## config.mk

```make
export PLATFORM = sky130hd
export DESIGN_NAME = cs_arbiter_flat
export DESIGN_NICKNAME = d
export VERILOG_FILES = /design/src/rtl/cs_arbiter_pkg.sv /design/src/rtl/cs_arbiter_if.sv /design/src/rtl/cs_arbiter_rr_pick.sv /design/src/rtl/cs_arbiter.sv /design/src/flat_wrapper.sv
export SDC_FILE = /design/constraint.sdc
export NUM_CORES = 1
export LEC_CHECK = 0
export CORE_ASPECT_RATIO = 0.5
export CORE_MARGIN = 5
export CORE_UTILIZATION = 55
export CTS_CLUSTER_DIAMETER = 50
export DETAILED_ROUTE_END_ITERATION = 10
export DONT_BUFFER_PORTS = 1
export GPL_TIMING_DRIVEN = 0
export PLACE_DENSITY = 0.69
export SYNTH_ARGS = -nofsm -noshare
export SYNTH_HDL_FRONTEND = slang
export SYNTH_HIERARCHICAL = 1
export SYNTH_SLANG_ARGS = --single-unit
```

## constraint.sdc

```tcl
create_clock -name clk -period 6.9 [get_ports clk]
set_input_delay 0.345 -clock clk [delete_from_list [all_inputs] [get_ports clk]]
set_output_delay 0.345 -clock clk [all_outputs]
set_load 0.02 [all_outputs]
```

## src/rtl/cs_arbiter_pkg.sv

```systemverilog
// Shared types and constants for the chip-select round-robin arbiter.
package cs_arbiter_pkg;

  typedef enum logic [1:0] {
    IDLE  = 2'd0,
    GRANT = 2'd1,
    GAP   = 2'd2
  } state_t;

  localparam int N_REQ = 8;
  localparam int IDX_W = 3;

  // '138-style enable triplet {E3, nE2, nE1}
  localparam logic [2:0] EN_ON  = 3'b100;
  localparam logic [2:0] EN_OFF = 3'b011;

  function automatic logic [N_REQ-1:0] dec_low(input logic [IDX_W-1:0] idx);
    return ~(N_REQ'(1) << idx);
  endfunction

endpackage

```

## src/rtl/cs_arbiter_if.sv

```systemverilog
// Request/grant bundle between requesters and the chip-select arbiter.
interface cs_arbiter_if;
  import cs_arbiter_pkg::*;

  logic [N_REQ-1:0] req;
  logic [IDX_W-1:0] a;
  logic [2:0]       e;
  logic [N_REQ-1:0] n_y;
  logic             busy;
  logic             to;

  modport slave  (input  req, output a, e, n_y, busy, to);
  modport master (output req, input  a, e, n_y, busy, to);

endinterface

```

## src/rtl/cs_arbiter_rr_pick.sv

```systemverilog
// Combinational round-robin picker: first active request after last_holder.
module cs_arbiter_rr_pick
  import cs_arbiter_pkg::*;
(
  input  logic [N_REQ-1:0] req,
  input  logic [IDX_W-1:0] last_holder,
  output logic             valid,
  output logic [IDX_W-1:0] idx
);

  logic [IDX_W-1:0] cand;

  // Walk from farthest to nearest offset so the nearest active request wins.
  always_comb begin
    valid = 1'b0;
    idx   = '0;
    cand  = '0;
    for (int i = N_REQ; i >= 1; i--) begin
      cand = last_holder + IDX_W'(i);
      if (req[cand]) begin
        valid = 1'b1;
        idx   = cand;
      end
    end
  end

endmodule

```

## src/rtl/cs_arbiter.sv

```systemverilog
// Round-robin chip-select arbiter with break-before-make gap.
// Optional hold timeout enabled by defining CS_ARBITER_TIMEOUT_EN.
module cs_arbiter
  import cs_arbiter_pkg::*;
#(
  parameter int TIMEOUT_CYCLES = 255,
  parameter int GAP_CYCLES     = 1
) (
  input  logic         clk,
  input  logic         rst,
  cs_arbiter_if.slave  bus
);

  state_t           state_q, state_d;
  logic [IDX_W-1:0] last_q, last_d;
  logic [IDX_W-1:0] a_q, a_d;
  logic [2:0]       e_q, e_d;
  logic [N_REQ-1:0] ny_q, ny_d;
  logic             busy_q, busy_d;
  logic [3:0]       gap_q, gap_d;
  logic             arb, rel;
  logic             pick_valid;
  logic [IDX_W-1:0] pick_idx;
`ifdef CS_ARBITER_TIMEOUT_EN
  logic [15:0]      hold_q, hold_d;
  logic             to_q, to_d;
`endif

  cs_arbiter_rr_pick u_pick (
    .req         (bus.req),
    .last_holder (last_q),
    .valid       (pick_valid),
    .idx         (pick_idx)
  );

  always_comb begin
    state_d = state_q;
    last_d  = last_q;
    a_d     = a_q;
    e_d     = e_q;
    ny_d    = ny_q;
    busy_d  = busy_q;
    gap_d   = gap_q;
    arb     = 1'b0;
    rel     = 1'b0;
`ifdef CS_ARBITER_TIMEOUT_EN
    hold_d  = hold_q;
    to_d    = 1'b0;
`endif
    case (state_q)
      IDLE:  arb = 1'b1;
      GRANT: begin
        if (!bus.req[a_q]) begin
          rel = 1'b1;
`ifdef CS_ARBITER_TIMEOUT_EN
        end else if (hold_q == 16'(TIMEOUT_CYCLES - 1)) begin
          rel  = 1'b1;
          to_d = 1'b1;
        end else begin
          hold_d = hold_q + 16'd1;
`endif
        end
      end
      // Last gap cycle arbitrates directly so spacing stays GAP_CYCLES+1.
      GAP: begin
        if (gap_q == 4'd0) arb = 1'b1;
        else               gap_d = gap_q - 4'd1;
      end
      default: state_d = IDLE;
    endcase

    if (rel) begin
      state_d = GAP;
      last_d  = a_q;
      a_d     = '0;
      e_d     = EN_OFF;
      ny_d    = '1;
      busy_d  = 1'b1;
      gap_d   = 4'(GAP_CYCLES - 1);
    end

    if (arb) begin
      if (pick_valid) begin
        state_d = GRANT;
        a_d     = pick_idx;
        e_d     = EN_ON;
        ny_d    = dec_low(pick_idx);
        busy_d  = 1'b1;
`ifdef CS_ARBITER_TIMEOUT_EN
        hold_d  = '0;
`endif
      end else begin
        state_d = IDLE;
        a_d     = '0;
        e_d     = EN_OFF;
        ny_d    = '1;
        busy_d  = 1'b0;
      end
    end
  end

  always_ff @(posedge clk or posedge rst) begin
    if (rst) begin
      state_q <= IDLE;
      last_q  <= 3'd7;
      a_q     <= '0;
      e_q     <= EN_OFF;
      ny_q    <= '1;
      busy_q  <= 1'b0;
      gap_q   <= '0;
`ifdef CS_ARBITER_TIMEOUT_EN
      hold_q  <= '0;
      to_q    <= 1'b0;
`endif
    end else begin
      state_q <= state_d;
      last_q  <= last_d;
      a_q     <= a_d;
      e_q     <= e_d;
      ny_q    <= ny_d;
      busy_q  <= busy_d;
      gap_q   <= gap_d;
`ifdef CS_ARBITER_TIMEOUT_EN
      hold_q  <= hold_d;
      to_q    <= to_d;
`endif
    end
  end

  assign bus.a    = a_q;
  assign bus.e    = e_q;
  assign bus.n_y  = ny_q;
  assign bus.busy = busy_q;
`ifdef CS_ARBITER_TIMEOUT_EN
  assign bus.to   = to_q;
`else
  assign bus.to   = 1'b0;
`endif

endmodule

```

## src/flat_wrapper.sv

```systemverilog
// flat-port wrapper written by rule: the top's interface ports become plain ports
module cs_arbiter_flat import cs_arbiter_pkg::*;
#(
  parameter int TIMEOUT_CYCLES = 255,
  parameter int GAP_CYCLES     = 1
)
  (clk, rst, bus_req, bus_a, bus_e, bus_n_y, bus_busy, bus_to);
  cs_arbiter_if bus_i ();
  input  logic clk;
  input  logic rst;
  input wire logic [$bits(bus_i.req)-1:0] bus_req;
  output wire logic [$bits(bus_i.a)-1:0] bus_a;
  output wire logic [$bits(bus_i.e)-1:0] bus_e;
  output wire logic [$bits(bus_i.n_y)-1:0] bus_n_y;
  output wire logic [$bits(bus_i.busy)-1:0] bus_busy;
  output wire logic [$bits(bus_i.to)-1:0] bus_to;
  assign bus_i.req = bus_req;
  assign bus_a = bus_i.a;
  assign bus_e = bus_i.e;
  assign bus_n_y = bus_i.n_y;
  assign bus_busy = bus_i.busy;
  assign bus_to = bus_i.to;
  cs_arbiter #(.TIMEOUT_CYCLES(TIMEOUT_CYCLES), .GAP_CYCLES(GAP_CYCLES)) u_core (.clk(clk), .rst(rst), .bus(bus_i));
endmodule
```

==> results of run 1 <==
## worst min-delay path by stage
stage / start / end / slack (ps) / cells past startpoint
after CTS: rst / u_core/bus.e[2] / 150 / 1
after detailed placement: rst / u_core/bus.e[2] / 450 / 1
final: rst / u_core/gap_q[3] / 140 / 1
after floorplan: rst / u_core/bus.a[0] / 340 / 1
after global placement: rst / u_core/bus.e[2] / 440 / 1
after global routing: rst / u_core/gap_q[1] / 210 / 1
## per-stage QoR
step	area [µm²]	hold slack (ps)	setup WS (ps)	cells	util (%)
floorplan	1770	338	3430	166	-
global placement	1820	441	3040	206	59.6
detailed placement	1820	446	3070	206	59.6
CTS	1860	155	3050	210	61.1
global route	1860	208	2770	210	61.1
finish	1860	135	3020	210	61.1
## flip-flops by register name, summed over array words and instances, names as in the netlist
signal and flops:
u_core/gap_q 4, u_core/bus.e 2, u_core/state_q 2, u_core/bus.n_y 8
u_core/bus.busy 1, u_core/bus.a 3, u_core/last_q 3
## cells by family (layout without fill, tap and decap cells)
group / after synthesis / after routing / synth area share [%]
AOI/OAI and AO/OA: 45 / 45 / 19.8
DFF: 23 / 23 / 33.4
other: 1 / 1 / 0.212
buffers and inverters: 22 / 26 / 6.87
adders and majority gates: 3 / 3 / 2.12
and+or+nand+nor: 41 / 41 / 13.1
muxes: 26 / 26 / 22.0
xor gates and xnor gates: 5 / 5 / 2.48
## layer usage
layer / share of wire (%) / vias up / global-route usage [%]
met5: 0 / - / 0
met4: 0.96 / 0 / 4.46
met1: 48 / 685 / 24.3
met3: 5.1 / 6 / 3.04
met2: 46 / 28 / 28.4
li1: - / 635 / -
## cell type report
type	instances	area share, %
Buffer	8	3.69
Multi-Input combinational cell	121	56.6
Tap cell	40	2.69
Clock buffer	3	2.22
Sequential cell	23	31.7
Inverter	14	2.82
Clock inverter	1	0.269
## worst reg2reg max path, cell delays in order, from the launching register on
cell and delay, ps:
dfstp_2 570, clkbuf_1 390, inv_1 120, ha_1 310, buf_6 130, mux4_2 560, a22oi_1 180, o21ai_0 110
a211oi_1 720, nand3_1 320, o32a_2 400
## layout by cell type, fill, tap and decap left out, types with 2 or more instances in the layout
cell      count
mux4_2        9
buf_4         2
clkbuf_8      3
a211oi_1      3
nand4b_1      2
o22ai_1       3
xor2_1        4
a21oi_1       5
a31oi_1       3
nand3_1       4
dfstp_2      12
a221oi_1      2
dfrtp_1      11
nand2_1      10
nor2_1        5
mux2i_1       7
o21ai_0      11
mux2_2        9
nand2b_1      4
inv_1        14
or3_1         2
a21o_1        2
o22a_2        4
nor3_1        3
o32a_2        4
ha_1          3
buf_6         4
==> flow_summary.yaml, run 1 <==
clock_tree:
  ctsHoldBuffers: 0
  htree_levels: 1
  clk_pin_slew_ps: 80
  cts_tree: "yes"
  clkSinkCount: 23
  numCtsBuffers: 3
  cts_max_path_buffers: 2
  clock_latency_ps: 260
  cts_setup_buffers: 0
  clockRootBuffer: "clkbuf_8"
  post_cts_resize_count: 0
detailed_routing:
  drt_iter0_markers: 46
  ant_nets: 0
  wl_mm: 3.65
  wl_per_cell_um: 17.4
  vias: 1354
  routed_via_density: 6.45
  drt_pass1_iterations: 4
  drc_errors: 0
sta:
  finalHoldViolations: 0
  tightest_slew_ps: 878
  clock_skew_ps: 2.52
  slew_violations: 0
  fin_crit_ps: 3880
  fin_tns_setup_ps: 0
  fmax_mhz: 257
  max_slew_margin_pct: 41.1
  period_share_pct: 56.3
  rsz0062_at_grt: "false"
  setup_viol: 0
floorplan:
  core_area_um2: 3050
  die_area_um2: 4510
  die_h_um: 50.1
  initial_core_util_pct: 58.0
  dieWidth_um: 90.2
  rows: 14
  pin_count: 26
setup_path:
  rr_endpoint: "u_core/bus.n_y[4]"
  crit_type: "reg2reg"
  r2r_slack_ps: 3020
  path_max_fanout: 10
  required_ps: 7090
  reg2reg_depth: 10
  cpLargestDelayFamily: "compound AO/OA/AOI/OAI gates"
  critPathBufInv: 3
  cp.depth: 10
  critPathSlowestCell: "a211oi_1"
  regToRegStartpoint: "u_core/last_q[1]"
  endpoint: "u_core/bus.n_y[4]"
  path_cells: "clkbuf_1, inv_1, ha_1, buf_6, mux4_2, a22oi_1, o21ai_0, a211oi_1, nand3_1, o32a_2"
  endpoint_kind: "register"
  max_stage_delay_ps: 720
  start_kind: "register"
  cp.arrival_ps: 4070
  startpoint: "u_core/last_q[1]"
synthesis:
  synth_commonest_cells: "inv_1, dfstp_2, dfrtp_1, o21ai_0, nand2_1"
  yosys_register_bits: 23
  yosys_warnings: 6
  synth_cell_type_count: 50
  avgSynthCellArea_um2: 10.6
  netlist_area_um2: 1770
  synth_nets: 179
  synth.most_common_cell: "inv_1"
  ys_seq_area_share_pct: 33.4
  synth-edff-count: 0
  netlist.area_leader.share_pct: 17.8
  async_flop_share_pct: 100
  synthFlopType: "dfstp_2"
  syn_inst: 166
  ys_top_cells_by_area: "dfstp_2, dfrtp_1, mux4_2"
  synth_area_leader_cell: "dfstp_2"
run:
  cap_violations: 0
grt:
  grt_pass1_vias: 1345
  grt_pass1_wl_mm: 6.57
  grtUsageTotal_pct: 17.5
  grt_overflow_total: 0
  antenna_found_initial: 0
  grt_max_degree: 24
final_layout:
  multiInputGateArea_um2: 1050
  num-nets-final: 184
  antenna_cells: 0
  drive_above_1_share_pct: 34.1
  fillCellCount: 262
  area_delta_synth_final_pct: 5.45
  register_area_um2: 591
place:
  gp_congestion: 0.923
  hpwlAfterDp_mm: 2.82
  port_buffers: 0
run_status:
  status: "completed"
hold_path:
  hold_class: "in2async"
Power of run 1 is left out: the tool's default activity adds up to more than one toggle a clock period on the data nets, which glitch-free logic cannot reach.
==> run 2, diff against run 1 <==
==> constraint.sdc (replaced) <==
create_clock -name clk -period 3.8 [get_ports clk]
set_input_delay 0.19 -clock clk [delete_from_list [all_inputs] [get_ports clk]]
set_output_delay 0.19 -clock clk [all_outputs]
set_load 0.02 [all_outputs]
==> run 2 against run 1 <==
Net effect: count of clock-buffer cells in the layout is the same; worst hold slack gained 210 ps; maximum frequency grew 6.8%; highest routed layer unchanged; largest cell class unchanged; clock skew is essentially flat; utilization grew 0.37 points; first-iteration DRC count shrank 26%; global-route usage shrank 0.066 points; sequential share of layout area shrank 0.19 points; final area grew 0.60%; register-to-register slack lost 2900 ps.
==> flow_summary.yaml, run 2 (synthesis results as in run 1) <==
setup_path:
  required_ps: 3990
  endpoint_kind: "register"
  cp.arrival_ps: 3830
  path_cells: "buf_6, buf_6, inv_1, ha_1, buf_6, mux4_2, mux2_4, or3_1, o311ai_1, a31oi_1, or3_1, o22a_2"
  reg2reg_depth: 12
  startpoint: "u_core/last_q[0]"
  regToRegStartpoint: "u_core/last_q[0]"
  crit_type: "reg2reg"
  path_max_fanout: 10
  max_stage_delay_ps: 560
  start_kind: "register"
  critPathMostFrequentCell: "buf_6"
  critPathSlowestCell: "dfstp_2"
sta:
  setup_viol: 0
  clock_skew_ps: 2.51
  max_slew_margin_pct: 44.2
  tightest_slew_ps: 837
  fin_crit_ps: 3640
  finalHoldViolations: 0
  period_share_pct: 95.7
  slew_violations: 0
  rsz0062_at_grt: "false"
  fmax_mhz: 275
  whs_ps: 340
grt:
  grt_overflow_total: 0
  antenna_found_initial: 0
  grt_pass1_wl_mm: 6.56
  grt_max_degree: 24
  grt_pass1_vias: 1352
  grtUsageTotal_pct: 17.4
final_layout:
  fillCellCount: 260
  antenna_cells: 0
  largest_register_ffs: 8
  final_common_cell: "inv_1"
  final_cell_area_um2: 1870
  area_delta_synth_final_pct: 6.09
  final_cell_mix: "inv_1, dfstp_2, o21ai_0, dfrtp_1, nand2_1"
  drive_above_1_share_pct: 34.7
  register_area_um2: 591
  multiInputGateArea_um2: 1060
  num-nets-final: 184
floorplan:
  rows: 14
  dieWidth_um: 90.2
  core_area_um2: 3050
  pin_count: 26
  initial_core_util_pct: 58.0
  die_h_um: 50.1
  die_area_um2: 4510
detailed_routing:
  routed_via_density: 6.43
  wl_mm: 3.67
  ant_nets: 0
  vias: 1350
  drc_errors: 0
  wl_per_cell_um: 17.5
  drt_iter0_markers: 34
  drt_pass1_iterations: 4
place:
  gp_congestion: 0.923
  placed_cell_area_um2: 1820
  hpwlAfterDp_mm: 2.82
  port_buffers: 0
clock_tree:
  cts_tree: "yes"
  clock_latency_ps: 260
  htree_levels: 1
  clockRootBuffer: "clkbuf_8"
  cts_setup_buffers: 0
  numCtsBuffers: 3
  clkSinkCount: 23
  cts_max_path_buffers: 2
  clk_pin_slew_ps: 80
hold_path:
  hold_class: "in2reg"
  holdPathStages: 3
  hp-start: "bus_req[0]"
run:
  cap_violations: 0
run_status:
  status: "completed"
run 2: cell types whose count changed in the layout (fill, tap and decap cells not counted):
| cell | before | now |
|---|---|---|
| dlygate4sd3_1 | 0 | 1 |
| a211oi_1 | 3 | 2 |
| a211oi_2 | 0 | 1 |
| clkbuf_1 | 1 | 0 |
run 2: layout make-up:
cell class | instances | share of cell area (%)
repair buffers | 1 | 0.534
well taps | 40 | 2.67
multi-input cells | 121 | 56.5
clock inverters | 1 | 0.267
clock buffers | 3 | 2.20
inverters | 14 | 2.80
plain buffers | 7 | 3.47
flip-flops and latches | 23 | 31.5
run 2: final timing paths:
| path | to | slack, ps |
|---|---|---|
| max reg2reg | u_core/bus.n_y[0] | 160 |
| min reg2reg | u_core/last_q[2] | 500 |
| min in group asynchronous | u_core/gap_q[3] | 540 |
| min | u_core/last_q[2] | 340 |
| max | u_core/bus.n_y[0] | 160 |
| max in group asynchronous | u_core/bus.a[2] | 2740 |
run 2: per-stage QoR:
step                      util (%)  worst slack (ps)  setup TNS [ps]  std cells
after floorplan                  -               334               0        166
after global placement        59.6             -60.8           -60.8        206
after detailed placement      59.6             -32.5           -32.5        206
after CTS                     61.5               183               0        210
after global routing          61.5              8.16               0        210
final                         61.5               163               0        210
run 2: worst max-delay path: cells and delay by family (launching register included):
family,cells,cell delay (ps)
multiplexers,2,890
AND/OR/NAND/NOR,2,770
AO/OA/AOI/OAI,3,610
flip-flops,1,560
buffers and inverters,4,450
adder cells (fa/ha/maj),1,280
run 2: repair_timing:
| item | 4_1_cts | 5_1_grt |
|---|---|---|
| endpoints found under the hold margin | 1 | 0 |
| endpoints found under the setup margin | 2 | 0 |
| gates resized for setup | 1 | 0 |
| hold buffers | 1 | 0 |
run 2: layer usage:
metal | GRT usage (%) | wire (µm)
met2 | 27.9 | 1660
met1 | 24.0 | 1730
met3 | 3.19 | 240
met4 | 5.45 | 44
met5 | 0 | 0
Power of run 2 is left out for the same reason.
==> run 3, diff against run 2 <==
--- a/config.mk
+++ b/config.mk
@@ -5,6 +5,7 @@
 export SDC_FILE = /design/constraint.sdc
 export NUM_CORES = 1
 export LEC_CHECK = 0
+export ABC_CLOCK_PERIOD_IN_PS = 3800
 export CORE_ASPECT_RATIO = 0.5
 export CORE_MARGIN = 5
 export CORE_UTILIZATION = 55
@@ -13,6 +14,7 @@
 export DONT_BUFFER_PORTS = 1
 export GPL_TIMING_DRIVEN = 0
 export PLACE_DENSITY = 0.69
+export RECOVER_POWER = 25
 export SYNTH_ARGS = -nofsm -noshare
 export SYNTH_HDL_FRONTEND = slang
 export SYNTH_HIERARCHICAL = 1
==> run 3 against run 2 <==
Net effect: critical path depth unchanged; first-iteration DRC count up 5.9%; sequential share of layout area unchanged; final area unchanged; die area unchanged; count of clock-buffer cells in the layout unchanged; utilization unchanged.
==> flow_summary.yaml, run 3 (synthesis results as in run 1) <==
setup_path:
  start_kind: "register"
  required_ps: 4000
  crit_type: "reg2reg"
  path_max_fanout: 10
  cp.arrival_ps: 3810
  endpoint_kind: "register"
  r2r_slack_ps: 180
place:
  gp_congestion: 0.923
  port_buffers: 0
  hpwlAfterDp_mm: 2.82
  placed_cell_area_um2: 1820
floorplan:
  die_area_um2: 4510
  initial_core_util_pct: 58.0
  core_area_um2: 3050
  rows: 14
  pin_count: 26
  die_h_um: 50.1
  dieWidth_um: 90.2
clock_tree:
  cts_tree: "yes"
  clk_pin_slew_ps: 80
  clockRootBuffer: "clkbuf_8"
  numCtsBuffers: 3
  htree_levels: 1
  cts_setup_buffers: 0
  clkSinkCount: 23
  cts_max_path_buffers: 2
  clock_latency_ps: 260
detailed_routing:
  vias: 1348
  drt_iter0_markers: 36
  wl_mm: 3.65
  ant_nets: 0
  drc_errors: 0
  drt_pass1_iterations: 4
  routed_via_density: 6.42
  wl_per_cell_um: 17.4
sta:
  finalHoldViolations: 0
  rsz0062_at_grt: "false"
  period_share_pct: 95.2
  fmax_mhz: 276
  fin_crit_ps: 3620
  slew_violations: 0
  tightest_slew_ps: 832
  setup_viol: 0
  max_slew_margin_pct: 44.4
  clock_skew_ps: 2.52
  fin_tns_setup_ps: 0
final_layout:
  largest_register_ffs: 8
  final_cell_area_um2: 1870
  area_delta_synth_final_pct: 6.09
  antenna_cells: 0
  final_common_cell: "inv_1"
  final_cell_mix: "inv_1, o21ai_0, dfrtp_1"
  drive_above_1_share_pct: 29.4
  num-nets-final: 184
grt:
  grt_overflow_total: 0
  grt_max_degree: 24
  grt_pass1_wl_mm: 6.56
  antenna_found_initial: 0
  grt_pass1_vias: 1352
  grtUsageTotal_pct: 17.4
run_status:
  status: "completed"
run:
  cap_violations: 0
hold_path:
  hold_class: "in2reg"
run 3: cell type report:
class                           count  area, µm²
Fill cell                         260       1170
Multi-Input combinational cell    121       1060
Timing Repair Buffer                1       10.0
Sequential cell                    23        591
Clock buffer                        3       41.3
Clock inverter                      1       5.00
Tap cell                           40       50.0
Buffer                              7       65.1
Inverter                           14       52.6
run 3: repair_timing:
action / 4_1_cts / 5_1_grt
gates resized for setup: 1 / 0
hold buffers: 1 / 0
endpoints found under the hold margin: 1 / 0
endpoints found under the setup margin: 2 / 0
run 3: metrics by stage:
| stage | hold slack [ps] | setup slack (ps) | instances | utilization [%] |
|---|---|---|---|---|
| global placement | 286 | -60.8 | 206 | 59.6 |
| detailed placement | 291 | -32.5 | 206 | 59.6 |
| CTS | 339 | 183 | 210 | 61.5 |
| floorplan | 183 | 334 | 166 | - |
| global route | 380 | 10.2 | 210 | 61.5 |
| finish | 340 | 181 | 210 | 61.5 |
run 3: routing by layer:
metal	global-route usage, %	share of wire, %
met4	5.45	1.2
met1	24.0	45
met3	3.19	7.8
met2	27.9	46
met5	0	0
run 3: worst paths after layout:
check | from | to | depth (start not counted)
min in group asynchronous | rst | u_core/gap_q[3] | 2
worst min register to register | u_core/last_q[2] | u_core/last_q[2] | 2
max in group asynchronous | rst | u_core/bus.a[2] | 2
worst max register to register | u_core/last_q[0] | u_core/bus.n_y[0] | 12
worst max-delay path | u_core/last_q[0] | u_core/bus.n_y[0] | 12
worst min-delay path | bus_req[0] | u_core/last_q[2] | 3
run 3: worst max-delay path: stages (launching register included):
cell	delay, ps
dfstp_2	560
buf_6	130
buf_6	140
inv_1	50
ha_1	280
buf_6	130
mux4_2	560
mux2_4	330
or3_1	360
o311ai_1	230
a31oi_1	150
or3_1	410
o22a_2	210
Power of run 3 is left out for the same reason.
